**config.mk**
```make
export PLATFORM = sky130hd
export DESIGN_NAME = lnrv_ifu_prefetch_flat
export DESIGN_NICKNAME = d
export VERILOG_FILES = /design/src/rtl/lnrv_ifu_prefetch_if.sv /design/src/rtl/lnrv_ifu_prefetch.sv /design/src/flat_wrapper.sv
export SDC_FILE = /design/constraint.sdc
export NUM_CORES = 1
export LEC_CHECK = 0
export ABC_AREA = 0
export BUFFER_PORTS_ARGS = -buffer_cell sky130_fd_sc_hd__buf_2
export CAP_MARGIN = 20
export CORE_MARGIN = 4
export CORE_UTILIZATION = 35
export DETAILED_ROUTE_END_ITERATION = 7
export GPL_TIMING_DRIVEN = 0
export SETUP_SLACK_MARGIN = 0.1
export SYNTH_ARGS = -nofsm -noshare
export SYNTH_HDL_FRONTEND = slang
export SYNTH_SLANG_ARGS = --single-unit
```
**constraint.sdc**
```tcl
create_clock -name clk -period 9.3 [get_ports clk]
set_clock_uncertainty 0.05 [all_clocks]
set_input_delay 0.93 -clock clk [delete_from_list [all_inputs] [get_ports clk]]
set_output_delay 0.93 -clock clk [all_outputs]
set_load 0.005 [all_outputs]
```
**src/rtl/lnrv_ifu_prefetch_if.sv**
```systemverilog
`default_nettype none
// ============================================================================
//  Module   : lnrv_ifu_prefetch_if
//  Brief    : Core-bus fetch channel plus EXU instruction handshake
//  Revision : 1.0
// ============================================================================
interface lnrv_ifu_prefetch_if;
   logic        ifu_cmd_vld;
   logic        ifu_cmd_rdy;
   logic        ifu_cmd_write;
   logic [31:0] ifu_cmd_addr;
   logic [31:0] ifu_cmd_wdata;
   logic [3:0]  ifu_cmd_wstrb;
   logic [2:0]  ifu_cmd_size;
   logic        ifu_rsp_vld;
   logic        ifu_rsp_rdy;
   logic [31:0] ifu_rsp_rdata;
   logic        ifu_rsp_err;
   logic        ifu_ir_vld;
   logic        ifu_ir_rdy;
   logic [31:0] ifu_pc;
   logic [31:0] ifu_ir;
   logic        ifu_misalgn;
   logic        ifu_buserr;
   logic        ifu_prdt_taken;

   modport master (
      output ifu_cmd_vld, ifu_cmd_write, ifu_cmd_addr, ifu_cmd_wdata, ifu_cmd_wstrb, ifu_cmd_size,
      input  ifu_cmd_rdy,
      input  ifu_rsp_vld, ifu_rsp_rdata, ifu_rsp_err,
      output ifu_rsp_rdy,
      output ifu_ir_vld, ifu_pc, ifu_ir, ifu_misalgn, ifu_buserr, ifu_prdt_taken,
      input  ifu_ir_rdy
   );

   modport slave (
      input  ifu_cmd_vld, ifu_cmd_write, ifu_cmd_addr, ifu_cmd_wdata, ifu_cmd_wstrb, ifu_cmd_size,
      output ifu_cmd_rdy,
      output ifu_rsp_vld, ifu_rsp_rdata, ifu_rsp_err,
      input  ifu_rsp_rdy,
      input  ifu_ir_vld, ifu_pc, ifu_ir, ifu_misalgn, ifu_buserr, ifu_prdt_taken,
      output ifu_ir_rdy
   );
endinterface
`default_nettype wire

```
**src/rtl/lnrv_ifu_prefetch.sv**
```systemverilog
`default_nettype none
// ============================================================================
//  Module   : lnrv_ifu_prefetch
//  Brief    : Multi-outstanding instruction prefetcher with static prediction
//  Revision : 1.0
// ============================================================================
module lnrv_ifu_prefetch #(
   parameter int FIFO_DEPTH = 4,
   parameter int OUTS_MAX   = 2,
   parameter int BPU_EN     = 1
) (
   input  wire logic        clk,
   input  wire logic        reset_n,
   input  wire logic [31:0] reset_vector,
   input  wire logic        pipe_flush_req,
   output logic             pipe_flush_ack,
   input  wire logic [31:0] pipe_flush_pc_op1,
   input  wire logic [31:0] pipe_flush_pc_op2,
   input  wire logic        pipe_halt_req,
   output logic             pipe_halt_ack,
   lnrv_ifu_prefetch_if.master ifu
);

   localparam int AW = $clog2(FIFO_DEPTH);
   localparam int CW = $clog2(FIFO_DEPTH + 1);
   localparam int TW = (OUTS_MAX > 1) ? $clog2(OUTS_MAX) : 1;
   localparam logic [CW:0]   c_DEPTH    = (CW+1)'(FIFO_DEPTH);
   localparam logic [CW-1:0] c_OUTS_MAX = CW'(OUTS_MAX);
   localparam logic [TW-1:0] c_TAG_LAST = TW'(OUTS_MAX - 1);

   logic          r_boot;
   logic          r_stall;
   logic [31:0]   r_fetch_pc;
   logic [CW-1:0] r_outs;
   logic [CW-1:0] r_kill;
   logic [CW-1:0] r_cnt;
   logic [AW-1:0] r_wptr;
   logic [AW-1:0] r_rptr;
   logic [TW-1:0] r_tag_wptr;
   logic [TW-1:0] r_tag_rptr;
   logic [31:0]   r_tag     [OUTS_MAX];
   logic [31:0]   r_fifo_pc [FIFO_DEPTH];
   logic [31:0]   r_fifo_ir [FIFO_DEPTH];
   logic [2:0]    r_fifo_fl [FIFO_DEPTH];

   logic [31:0]   w_rd;
   logic [31:0]   w_tag;
   logic [31:0]   w_imm;
   logic          w_rsp, w_keep, w_kill_rsp, w_jal, w_bxx, w_taken;
   logic          w_misalgn, w_room, w_cmd_vld, w_issue, w_mis_push, w_push, w_pop;
   logic [CW-1:0] w_outs_nxt;

   assign w_rd       = ifu.ifu_rsp_rdata;
   assign w_tag      = r_tag[r_tag_rptr];
   // Responses with nothing outstanding (e.g. stale after reset) are ignored.
   assign w_rsp      = ifu.ifu_rsp_vld & (r_outs != '0);
   assign w_kill_rsp = w_rsp & (r_kill != '0);
   assign w_keep     = w_rsp & (r_kill == '0);
   assign w_jal      = (w_rd[6:0] == 7'b1101111);
   assign w_bxx      = (w_rd[6:0] == 7'b1100011);
   assign w_taken    = (BPU_EN != 0) & w_keep & (w_jal | (w_bxx & w_rd[31]));
   assign w_imm      = w_jal ? {{12{w_rd[31]}}, w_rd[19:12], w_rd[20], w_rd[30:21], 1'b0}
                             : {{20{w_rd[31]}}, w_rd[7], w_rd[30:25], w_rd[11:8], 1'b0};

   assign w_misalgn  = |r_fetch_pc[1:0];
   // Reserve buffer space for every read in flight so a response always fits.
   assign w_room     = ({1'b0, r_cnt} + {1'b0, r_outs}) < c_DEPTH;
   assign w_cmd_vld  = ~r_boot & ~pipe_halt_req & ~pipe_flush_req & ~r_stall & ~w_misalgn &
                       (r_outs < c_OUTS_MAX) & w_room & ~w_taken;
   assign w_issue    = w_cmd_vld & ifu.ifu_cmd_rdy;
   assign w_mis_push = ~r_boot & ~pipe_flush_req & ~r_stall & w_misalgn & (r_outs == '0) &
                       ({1'b0, r_cnt} != c_DEPTH);
   assign w_push     = ~pipe_flush_req & (w_keep | w_mis_push);
   assign w_pop      = (r_cnt != '0) & ifu.ifu_ir_rdy;
   assign w_outs_nxt = r_outs + CW'(w_issue) - CW'(w_rsp);

   always_ff @(posedge clk or negedge reset_n) begin
      if (!reset_n) begin
         r_boot     <= 1'b1;
         r_stall    <= 1'b0;
         r_fetch_pc <= '0;
         r_outs     <= '0;
         r_kill     <= '0;
         r_cnt      <= '0;
         r_wptr     <= '0;
         r_rptr     <= '0;
         r_tag_wptr <= '0;
         r_tag_rptr <= '0;
      end else begin
         r_outs <= w_outs_nxt;
         if (w_issue) r_tag_wptr <= (r_tag_wptr == c_TAG_LAST) ? '0 : r_tag_wptr + TW'(1);
         if (w_rsp)   r_tag_rptr <= (r_tag_rptr == c_TAG_LAST) ? '0 : r_tag_rptr + TW'(1);

         if (r_boot) begin
            r_boot     <= 1'b0;
            r_fetch_pc <= reset_vector;
         end else if (pipe_flush_req) begin
            r_fetch_pc <= pipe_flush_pc_op1 + pipe_flush_pc_op2;
         end else if (w_taken) begin
            r_fetch_pc <= w_tag + w_imm;
         end else if (w_issue) begin
            r_fetch_pc <= r_fetch_pc + 32'd4;
         end

         if (pipe_flush_req)  r_kill <= r_outs - CW'(w_rsp);
         else if (w_taken)    r_kill <= w_outs_nxt;
         else if (w_kill_rsp) r_kill <= r_kill - CW'(1);

         if (pipe_flush_req)                                   r_stall <= 1'b0;
         else if (w_mis_push | (w_keep & ifu.ifu_rsp_err))     r_stall <= 1'b1;

         if (pipe_flush_req) begin
            r_cnt  <= '0;
            r_wptr <= '0;
            r_rptr <= '0;
         end else begin
            r_cnt <= r_cnt + CW'(w_push) - CW'(w_pop);
            if (w_push) r_wptr <= r_wptr + AW'(1);
            if (w_pop)  r_rptr <= r_rptr + AW'(1);
         end
      end
   end

   always_ff @(posedge clk) begin
      if (w_issue) r_tag[r_tag_wptr] <= r_fetch_pc;
      if (w_push) begin
         r_fifo_pc[r_wptr] <= w_keep ? w_tag : r_fetch_pc;
         r_fifo_ir[r_wptr] <= w_keep ? w_rd : 32'd0;
         r_fifo_fl[r_wptr] <= {w_taken, w_keep & ifu.ifu_rsp_err, ~w_keep};
      end
   end

   assign pipe_flush_ack     = pipe_flush_req;
   assign pipe_halt_ack      = pipe_halt_req & (r_outs == '0);

   assign ifu.ifu_cmd_vld    = w_cmd_vld;
   assign ifu.ifu_cmd_write  = 1'b0;
   assign ifu.ifu_cmd_addr   = {r_fetch_pc[31:2], 2'b00};
   assign ifu.ifu_cmd_wdata  = 32'd0;
   assign ifu.ifu_cmd_wstrb  = 4'd0;
   assign ifu.ifu_cmd_size   = 3'b010;
   assign ifu.ifu_rsp_rdy    = 1'b1;

   assign ifu.ifu_ir_vld     = (r_cnt != '0);
   assign ifu.ifu_pc         = r_fifo_pc[r_rptr];
   assign ifu.ifu_ir         = r_fifo_ir[r_rptr];
   assign ifu.ifu_misalgn    = r_fifo_fl[r_rptr][0];
   assign ifu.ifu_buserr     = r_fifo_fl[r_rptr][1];
   assign ifu.ifu_prdt_taken = r_fifo_fl[r_rptr][2];

endmodule
`default_nettype wire

```
**src/flat_wrapper.sv**
```systemverilog
// flat-port wrapper written by rule: the top's interface ports become plain ports
module lnrv_ifu_prefetch_flat 
#(
   parameter int FIFO_DEPTH = 4,
   parameter int OUTS_MAX   = 2,
   parameter int BPU_EN     = 1
)
  (clk, reset_n, reset_vector, pipe_flush_req, pipe_flush_ack, pipe_flush_pc_op1, pipe_flush_pc_op2, pipe_halt_req, pipe_halt_ack, ifu_ifu_cmd_vld, ifu_ifu_cmd_write, ifu_ifu_cmd_addr, ifu_ifu_cmd_wdata, ifu_ifu_cmd_wstrb, ifu_ifu_cmd_size, ifu_ifu_cmd_rdy, ifu_ifu_rsp_vld, ifu_ifu_rsp_rdata, ifu_ifu_rsp_err, ifu_ifu_rsp_rdy, ifu_ifu_ir_vld, ifu_ifu_pc, ifu_ifu_ir, ifu_ifu_misalgn, ifu_ifu_buserr, ifu_ifu_prdt_taken, ifu_ifu_ir_rdy);
  lnrv_ifu_prefetch_if ifu_i ();
  input  wire logic clk;
  input  wire logic reset_n;
  input  wire logic [31:0] reset_vector;
  input  wire logic pipe_flush_req;
  output logic pipe_flush_ack;
  input  wire logic [31:0] pipe_flush_pc_op1;
  input  wire logic [31:0] pipe_flush_pc_op2;
  input  wire logic pipe_halt_req;
  output logic pipe_halt_ack;
  output wire logic [$bits(ifu_i.ifu_cmd_vld)-1:0] ifu_ifu_cmd_vld;
  output wire logic [$bits(ifu_i.ifu_cmd_write)-1:0] ifu_ifu_cmd_write;
  output wire logic [$bits(ifu_i.ifu_cmd_addr)-1:0] ifu_ifu_cmd_addr;
  output wire logic [$bits(ifu_i.ifu_cmd_wdata)-1:0] ifu_ifu_cmd_wdata;
  output wire logic [$bits(ifu_i.ifu_cmd_wstrb)-1:0] ifu_ifu_cmd_wstrb;
  output wire logic [$bits(ifu_i.ifu_cmd_size)-1:0] ifu_ifu_cmd_size;
  input wire logic [$bits(ifu_i.ifu_cmd_rdy)-1:0] ifu_ifu_cmd_rdy;
  input wire logic [$bits(ifu_i.ifu_rsp_vld)-1:0] ifu_ifu_rsp_vld;
  input wire logic [$bits(ifu_i.ifu_rsp_rdata)-1:0] ifu_ifu_rsp_rdata;
  input wire logic [$bits(ifu_i.ifu_rsp_err)-1:0] ifu_ifu_rsp_err;
  output wire logic [$bits(ifu_i.ifu_rsp_rdy)-1:0] ifu_ifu_rsp_rdy;
  output wire logic [$bits(ifu_i.ifu_ir_vld)-1:0] ifu_ifu_ir_vld;
  output wire logic [$bits(ifu_i.ifu_pc)-1:0] ifu_ifu_pc;
  output wire logic [$bits(ifu_i.ifu_ir)-1:0] ifu_ifu_ir;
  output wire logic [$bits(ifu_i.ifu_misalgn)-1:0] ifu_ifu_misalgn;
  output wire logic [$bits(ifu_i.ifu_buserr)-1:0] ifu_ifu_buserr;
  output wire logic [$bits(ifu_i.ifu_prdt_taken)-1:0] ifu_ifu_prdt_taken;
  input wire logic [$bits(ifu_i.ifu_ir_rdy)-1:0] ifu_ifu_ir_rdy;
  assign ifu_ifu_cmd_vld = ifu_i.ifu_cmd_vld;
  assign ifu_ifu_cmd_write = ifu_i.ifu_cmd_write;
  assign ifu_ifu_cmd_addr = ifu_i.ifu_cmd_addr;
  assign ifu_ifu_cmd_wdata = ifu_i.ifu_cmd_wdata;
  assign ifu_ifu_cmd_wstrb = ifu_i.ifu_cmd_wstrb;
  assign ifu_ifu_cmd_size = ifu_i.ifu_cmd_size;
  assign ifu_i.ifu_cmd_rdy = ifu_ifu_cmd_rdy;
  assign ifu_i.ifu_rsp_vld = ifu_ifu_rsp_vld;
  assign ifu_i.ifu_rsp_rdata = ifu_ifu_rsp_rdata;
  assign ifu_i.ifu_rsp_err = ifu_ifu_rsp_err;
  assign ifu_ifu_rsp_rdy = ifu_i.ifu_rsp_rdy;
  assign ifu_ifu_ir_vld = ifu_i.ifu_ir_vld;
  assign ifu_ifu_pc = ifu_i.ifu_pc;
  assign ifu_ifu_ir = ifu_i.ifu_ir;
  assign ifu_ifu_misalgn = ifu_i.ifu_misalgn;
  assign ifu_ifu_buserr = ifu_i.ifu_buserr;
  assign ifu_ifu_prdt_taken = ifu_i.ifu_prdt_taken;
  assign ifu_i.ifu_ir_rdy = ifu_ifu_ir_rdy;
  lnrv_ifu_prefetch #(.FIFO_DEPTH(FIFO_DEPTH), .OUTS_MAX(OUTS_MAX), .BPU_EN(BPU_EN)) u_core (.clk(clk), .reset_n(reset_n), .reset_vector(reset_vector), .pipe_flush_req(pipe_flush_req), .pipe_flush_ack(pipe_flush_ack), .pipe_flush_pc_op1(pipe_flush_pc_op1), .pipe_flush_pc_op2(pipe_flush_pc_op2), .pipe_halt_req(pipe_halt_req), .pipe_halt_ack(pipe_halt_ack), .ifu(ifu_i));
endmodule
```
# == Word level (Yosys, flattened, before mapping) ==
# Memory sizes are Yosys's and may differ from the RTL's.
# Cells that the tools add are included.
# classes
eq_ne,3
n_lt_le_gt_ge,2
addsub,14
n_reduce_logical,11
n_bitwise,32
n_mux,23
# ops
op,n
two-way mux 32 bit,6
adder 32 bit,2
adder 32 x 3 -> 32 bit (second input constant),1
AND 1 bit,22
two-way mux 20 bit,1
== test 7 bit (second input constant),2
two-way mux 3 bit,4
nonzero test 3 bit,4
subtractor 3 x 1 -> 3 bit,3
two-way mux 1 bit,8
two-way mux 2 bit,4
NOT 1 bit,7
adder 3 x 1 -> 3 bit,2
logical NOT 3 bit,2
nonzero test 2 bit,3
adder 2 x 1 -> 2 bit (second input constant),2
adder 3 x 3 -> 4 bit,1
less-than comparator 4 x 3 -> 1 bit (second input constant),1
nonzero test 4 bit,1
less-than comparator 3 x 2 -> 1 bit (second input constant),1
inequality test 3 bit (second input constant),1
OR 1 bit,3
subtractor 3 x 1 -> 3 bit (second input constant),1
adder 1 bit (second input constant),2
OR reduction 2 bit,1
# totals
regBits,49
inputBits,136
wordCells,99
mem_bits_rw,332
n_memories,4
# mem_list
name,depth,width,read_ports,rd_ports_with_merged_regs,wr,line_no,rtl
u_core.r_fifo_ir,4,32,1,0,1,lnrv_ifu_prefetch.sv:43,logic [31:0] r_fifo_ir [FIFO_DEPTH];
u_core.r_fifo_pc,4,32,1,0,1,lnrv_ifu_prefetch.sv:42,logic [31:0] r_fifo_pc [FIFO_DEPTH];
u_core.r_tag,2,32,1,0,1,lnrv_ifu_prefetch.sv:41,logic [31:0] r_tag [OUTS_MAX];
u_core.r_fifo_fl,4,3,1,0,1,lnrv_ifu_prefetch.sv:44,logic [2:0] r_fifo_fl [FIFO_DEPTH];

# == Depth between registers and ports, before layout ==
# logic_depth
word_depth,13
depth_mapped,18

# == Worst setup path after synthesis ==
# No wires, ideal clock.
# synth_path
path_type,input -> register
startpoint,input port ifu_ifu_rsp_vld
endpoint,"memory u_core.r_tag[0][0], enable pin"
stages,9
setup_time_ns,0.501
slack_ns,3.881
path_buffers,2
arrival_ns,4.868
path_cell_list,nand2_2 inv_2 and2_1 buf_6 inv_2 a211o_4 nand2b_2 buf_4 nor4_1
# synth_between
elab_chain_cells,8
# synth_lines
element,line_no,rtl
"start, declared",flat_wrapper.sv:26,input wire logic [$bits(ifu_i.ifu_rsp_vld)-1:0] ifu_ifu_rsp_vld;
AND 1 bit,lnrv_ifu_prefetch.sv:56,assign w_rsp = ifu.ifu_rsp_vld & (r_outs != '0);
AND 1 bit,lnrv_ifu_prefetch.sv:58,assign w_keep = w_rsp & (r_kill == '0);
AND 1 bit,lnrv_ifu_prefetch.sv:61,assign w_taken = (BPU_EN != 0) & w_keep & (w_jal | (w_bxx & w_rd[31]));
NOT 1 bit,lnrv_ifu_prefetch.sv:69,(r_outs < c_OUTS_MAX) & w_room & ~w_taken;
AND 1 bit,lnrv_ifu_prefetch.sv:69,
AND 1 bit,lnrv_ifu_prefetch.sv:70,assign w_issue = w_cmd_vld & ifu.ifu_cmd_rdy;
two-way mux 1 bit,lnrv_ifu_prefetch.sv:125,if (w_issue) r_tag[r_tag_wptr] <= r_fetch_pc;
two-way mux 1 bit (not written as such),lnrv_ifu_prefetch.sv:125,
"end, declared",lnrv_ifu_prefetch.sv:41,
# No other way between the ends.

# == Worst setup path in the final report ==
# layout_path
startpoint,input port ifu_ifu_rsp_rdata[6]
endpoint,register u_core.r_fetch_pc[19]
# layout_between
elab_chain_cells,8
word_cells_on_any_way,14
classes_between,add/sub (1); eq/ne (2); mux (4); bitwise (6); reduce/logical (1)
# layout_lines
element,line_no,rtl
"start, declared",flat_wrapper.sv:27,input wire logic [$bits(ifu_i.ifu_rsp_rdata)-1:0] ifu_ifu_rsp_rdata;
"parallel branches: the longest is 8 deep, another holds adder 32 bit",n/a,
"end signal, assigned",lnrv_ifu_prefetch.sv:96,r_fetch_pc <= reset_vector;
"end signal, assigned",lnrv_ifu_prefetch.sv:98,r_fetch_pc <= pipe_flush_pc_op1 + pipe_flush_pc_op2;
"end signal, assigned",lnrv_ifu_prefetch.sv:100,r_fetch_pc <= w_tag + w_imm;
"end, declared",lnrv_ifu_prefetch.sv:33,logic [31:0] r_fetch_pc;
# Several ways; the timed one is not identified.
# A chain may end at the register's enable or synchronous reset.

==> results.cfg <==
[status]
status = finished, final reports clean

[sta]
slew_headroom = 0.393
whs_ps = 287
fin_crit_ps = 4810
max_freq_mhz = 208
worst_pin_slew_ps = 910
rsz0062_at_grt = false
fin_setup_tns_ps = 0
drv_slew = 0
hold_violations = 0
post-route-period-util = 0.517
finalSetupViolCount = 0

[cts]
cts.clk_slew.worst_paths_ps = 70
clock-sinks = 381
cts_buffer_depth = 3
htree_levels = 2
cts_tree = built
cts.repair.resized = 0
root_buffer = clkbuf_16
cts_setup_buffers = 0
cts_buffers = 42
postCtsHoldBufs = 0
clock_latency_ps = 570

[yosys]
synth_area_leaders = edfxtp_1 50%, mux4_2 7.5%, dfrtp_1 6.0%
yosysUniqueCellTypes = 86
synth_top_area_share = 0.496
ys_warn_count = 0
syn_avg_cell_area_um2 = 12.8
yosysTopAreaCell = edfxtp_1
async_flop_share = 0.129
ys_ff_latch = 381
yosysSeqAreaShare = 0.557
dominantRegCellSynth = edfxtp_1
synth_edf_count = 332
syn_area_um2 = 20100
netlist_instances = 1572

[placement]
place_inst = 2616
gp_congestion = 0.917
io_buffers = 235
place_hpwl_um = 44500

[power_and_ir_drop]
leakage_nw = 9.41
peakVddDrop_uv = 150
power_density_nw_per_um2 = 226
fin_total_pwr_mw = 5.41

[grt]
grt_pass1_wl_um = 86800
grt_pass1_vias = 14000
grt_usage = 0.187
gr-total-overflow = 0
grt_max_degree = 57
antenna_found_initial = 2

[worst_setup_path]
slowest_stage = nor2_1
reg2reg_slack_ps = 4800
critical_path_arrival_ps = 5250
cpPeakStageDelay_ps = 520
crit_type = in -> reg
worst-path-max-fanout = 10
cp-end-kind = flip-flop
critPathTopFamily = compound AO/OA/AOI/OAI gates
path_cells = buf_2 > nor2b_1 > nand4_1 > nor2_1 > clkbuf_1 > mux2_2 > ha_1 > nor2b_4 > o31ai_2 > a21oi_2 > o41ai_4 > o21ai_0 > a221oi_2 > xnor2_1 > a21oi_1 > o22ai_1
cp.depth = 16
startpoint = ifu_ifu_rsp_rdata[6]
path_buf_inv = 2
cp-endpoint = u_core.r_fetch_pc[19]
reg2reg_from = u_core.r_tag_rptr
r2r-end = u_core.r_fetch_pc[30]
r2r_cells = 14
start_kind = input port
crit_required_ps = 9740

[finish]
multi_input_area_um2 = 8060
syn2layout_area_growth_pct = 19.0
final_util = 0.422
finish.cell_count_without_fillers = 2693
register_area_um2 = 11200
finalNetCount = 2123
drive_gt1_frac = 0.277
nFillCells = 5330

[routing]
via_count = 14200
first_pass_iters = 5
vias_per_cell = 5.26
drc = 0
wl_per_cell_um = 21.7
drt_iter0_drc = 1015
drt_wl_total_um = 58500
postRouteAntennaNets = 0

[floorplanning]
initial_utilization = 0.355
die_area_um2 = 61300
fp.dieW_um = 248
die_y_um = 248
ios = 280
core-area_um2 = 56600
rows = 87

[job]
drv_cap = 0

[worst_hold_path]
holdCritPathClass = in -> async
==> final cells by class <==
type	instances	area share
repair buffers	248	0.0583
well taps	756	0.0396
plain buffers	137	0.0348
multi-input cells	1050	0.337
diodes	1	0.000105
inverters	46	0.00743
clock buffers	51	0.0463
flip-flops and latches	381	0.468
clock inverters	23	0.00811
==> metal layers <==
layer,up-vias,part of all wire,track usage
met5,-,0,0
met4,0,0.019,0.0466
met3,62,0.083,0.0295
met2,586,0.47,0.309
met1,6994,0.42,0.260
li1,6518,-,-
==> worst min-delay path by stage <==
stage,start,endpoint,slack [ps],cells after the start
finish,reset_n,u_core.r_fetch_pc[20],290,1
floorplan,u_core.r_tag_wptr,u_core.r_tag_wptr,410,1
CTS,reset_n,u_core.r_fetch_pc[20],270,1
global route,reset_n,u_core.r_fetch_pc[20],310,1
detailed placement,u_core.r_tag_wptr,u_core.r_tag_wptr,450,1
global placement,u_core.r_tag_wptr,u_core.r_tag_wptr,420,1
==> stage by stage <==
step                worst slack, ps  cell area, um2
global route                   4270           23900
CTS                            4490           23900
global placement                620           22400
floorplan                      3880           20300
finish                         4490           23900
detailed placement             3910           22600
==> cell families (layout without fill, tap and decap cells) <==
kind of cell	after synthesis	in the layout	synth area share
AO/OA/AOI/OAI	319	319	0.105
XOR/XNOR	82	82	0.0357
adder cells (fa/ha/maj)	81	81	0.0519
buffers and inverters	183	505	0.0502
flip-flops	381	381	0.557
multiplexers	115	115	0.101
other	2	45	0.000374
AND/OR/NAND/NOR	409	409	0.0982
==> where the power goes <==
part	switching [mW]	leakage, nW	internal [mW]
Sequential	0.0887	3.75	2.02
Clock	0.679	0.632	0.906
Combinational	0.991	5.03	0.727
Total	1.76	9.41	3.66
==> worst register-to-register path, stage by stage, from the launching register on <==
cell and delay [ps]:
dfrtp_1 320, clkbuf_1 320, buf_1 660, mux2i_1 480
inv_1 90, ha_1 300, a211oi_1 300, o21ai_1 180
and3b_1 230, o21bai_2 190, o21ai_2 120, a211o_1 310
a311oi_1 370, xor2_1 170, o32ai_1 300
==> flip-flops by register name, indices dropped and copies added (netlist names) <==
signal,cells
u_core.r_rptr,2
u_core.r_wptr,2
u_core.r_tag_rptr,1
u_core.r_boot,1
u_core.r_outs,3
u_core.r_tag_wptr,1
u_core.r_tag,64
u_core.r_stall,1
u_core.r_fifo_fl,12
u_core.r_fetch_pc,32
u_core.r_fifo_pc,128
u_core.r_kill,3
u_core.r_fifo_ir,128
u_core.r_cnt,3
==> cell usage in the layout (no fill, tap or decap), types with 31 or more instances in the layout <==
master and instances:
xor2_1 31, ha_1 77, clkbuf_1 51, clkbuf_16 43
o21ai_0 64, buf_2 240, nand2_1 148, dfrtp_1 48
nor2_1 83, inv_1 41, a21oi_1 92, nand3_1 35
and3_1 46, xnor2_1 51, edfxtp_1 332, buf_4 82
mux4_2 67, mux2_2 39, conb_1 44
==> synth_stat cells, drive strengths merged, types with 37 or more instances <==
cell / n
edfxtp: 332
nand2: 149
a21oi: 94
buf: 94
nor2: 85
ha: 77
o21ai: 70
mux4: 67
xnor2: 51
dfrtp: 48
and3: 46
inv: 44
clkbuf: 43
mux2: 39
nand3: 37
Note: power is estimated with default switching activity, not from simulation.
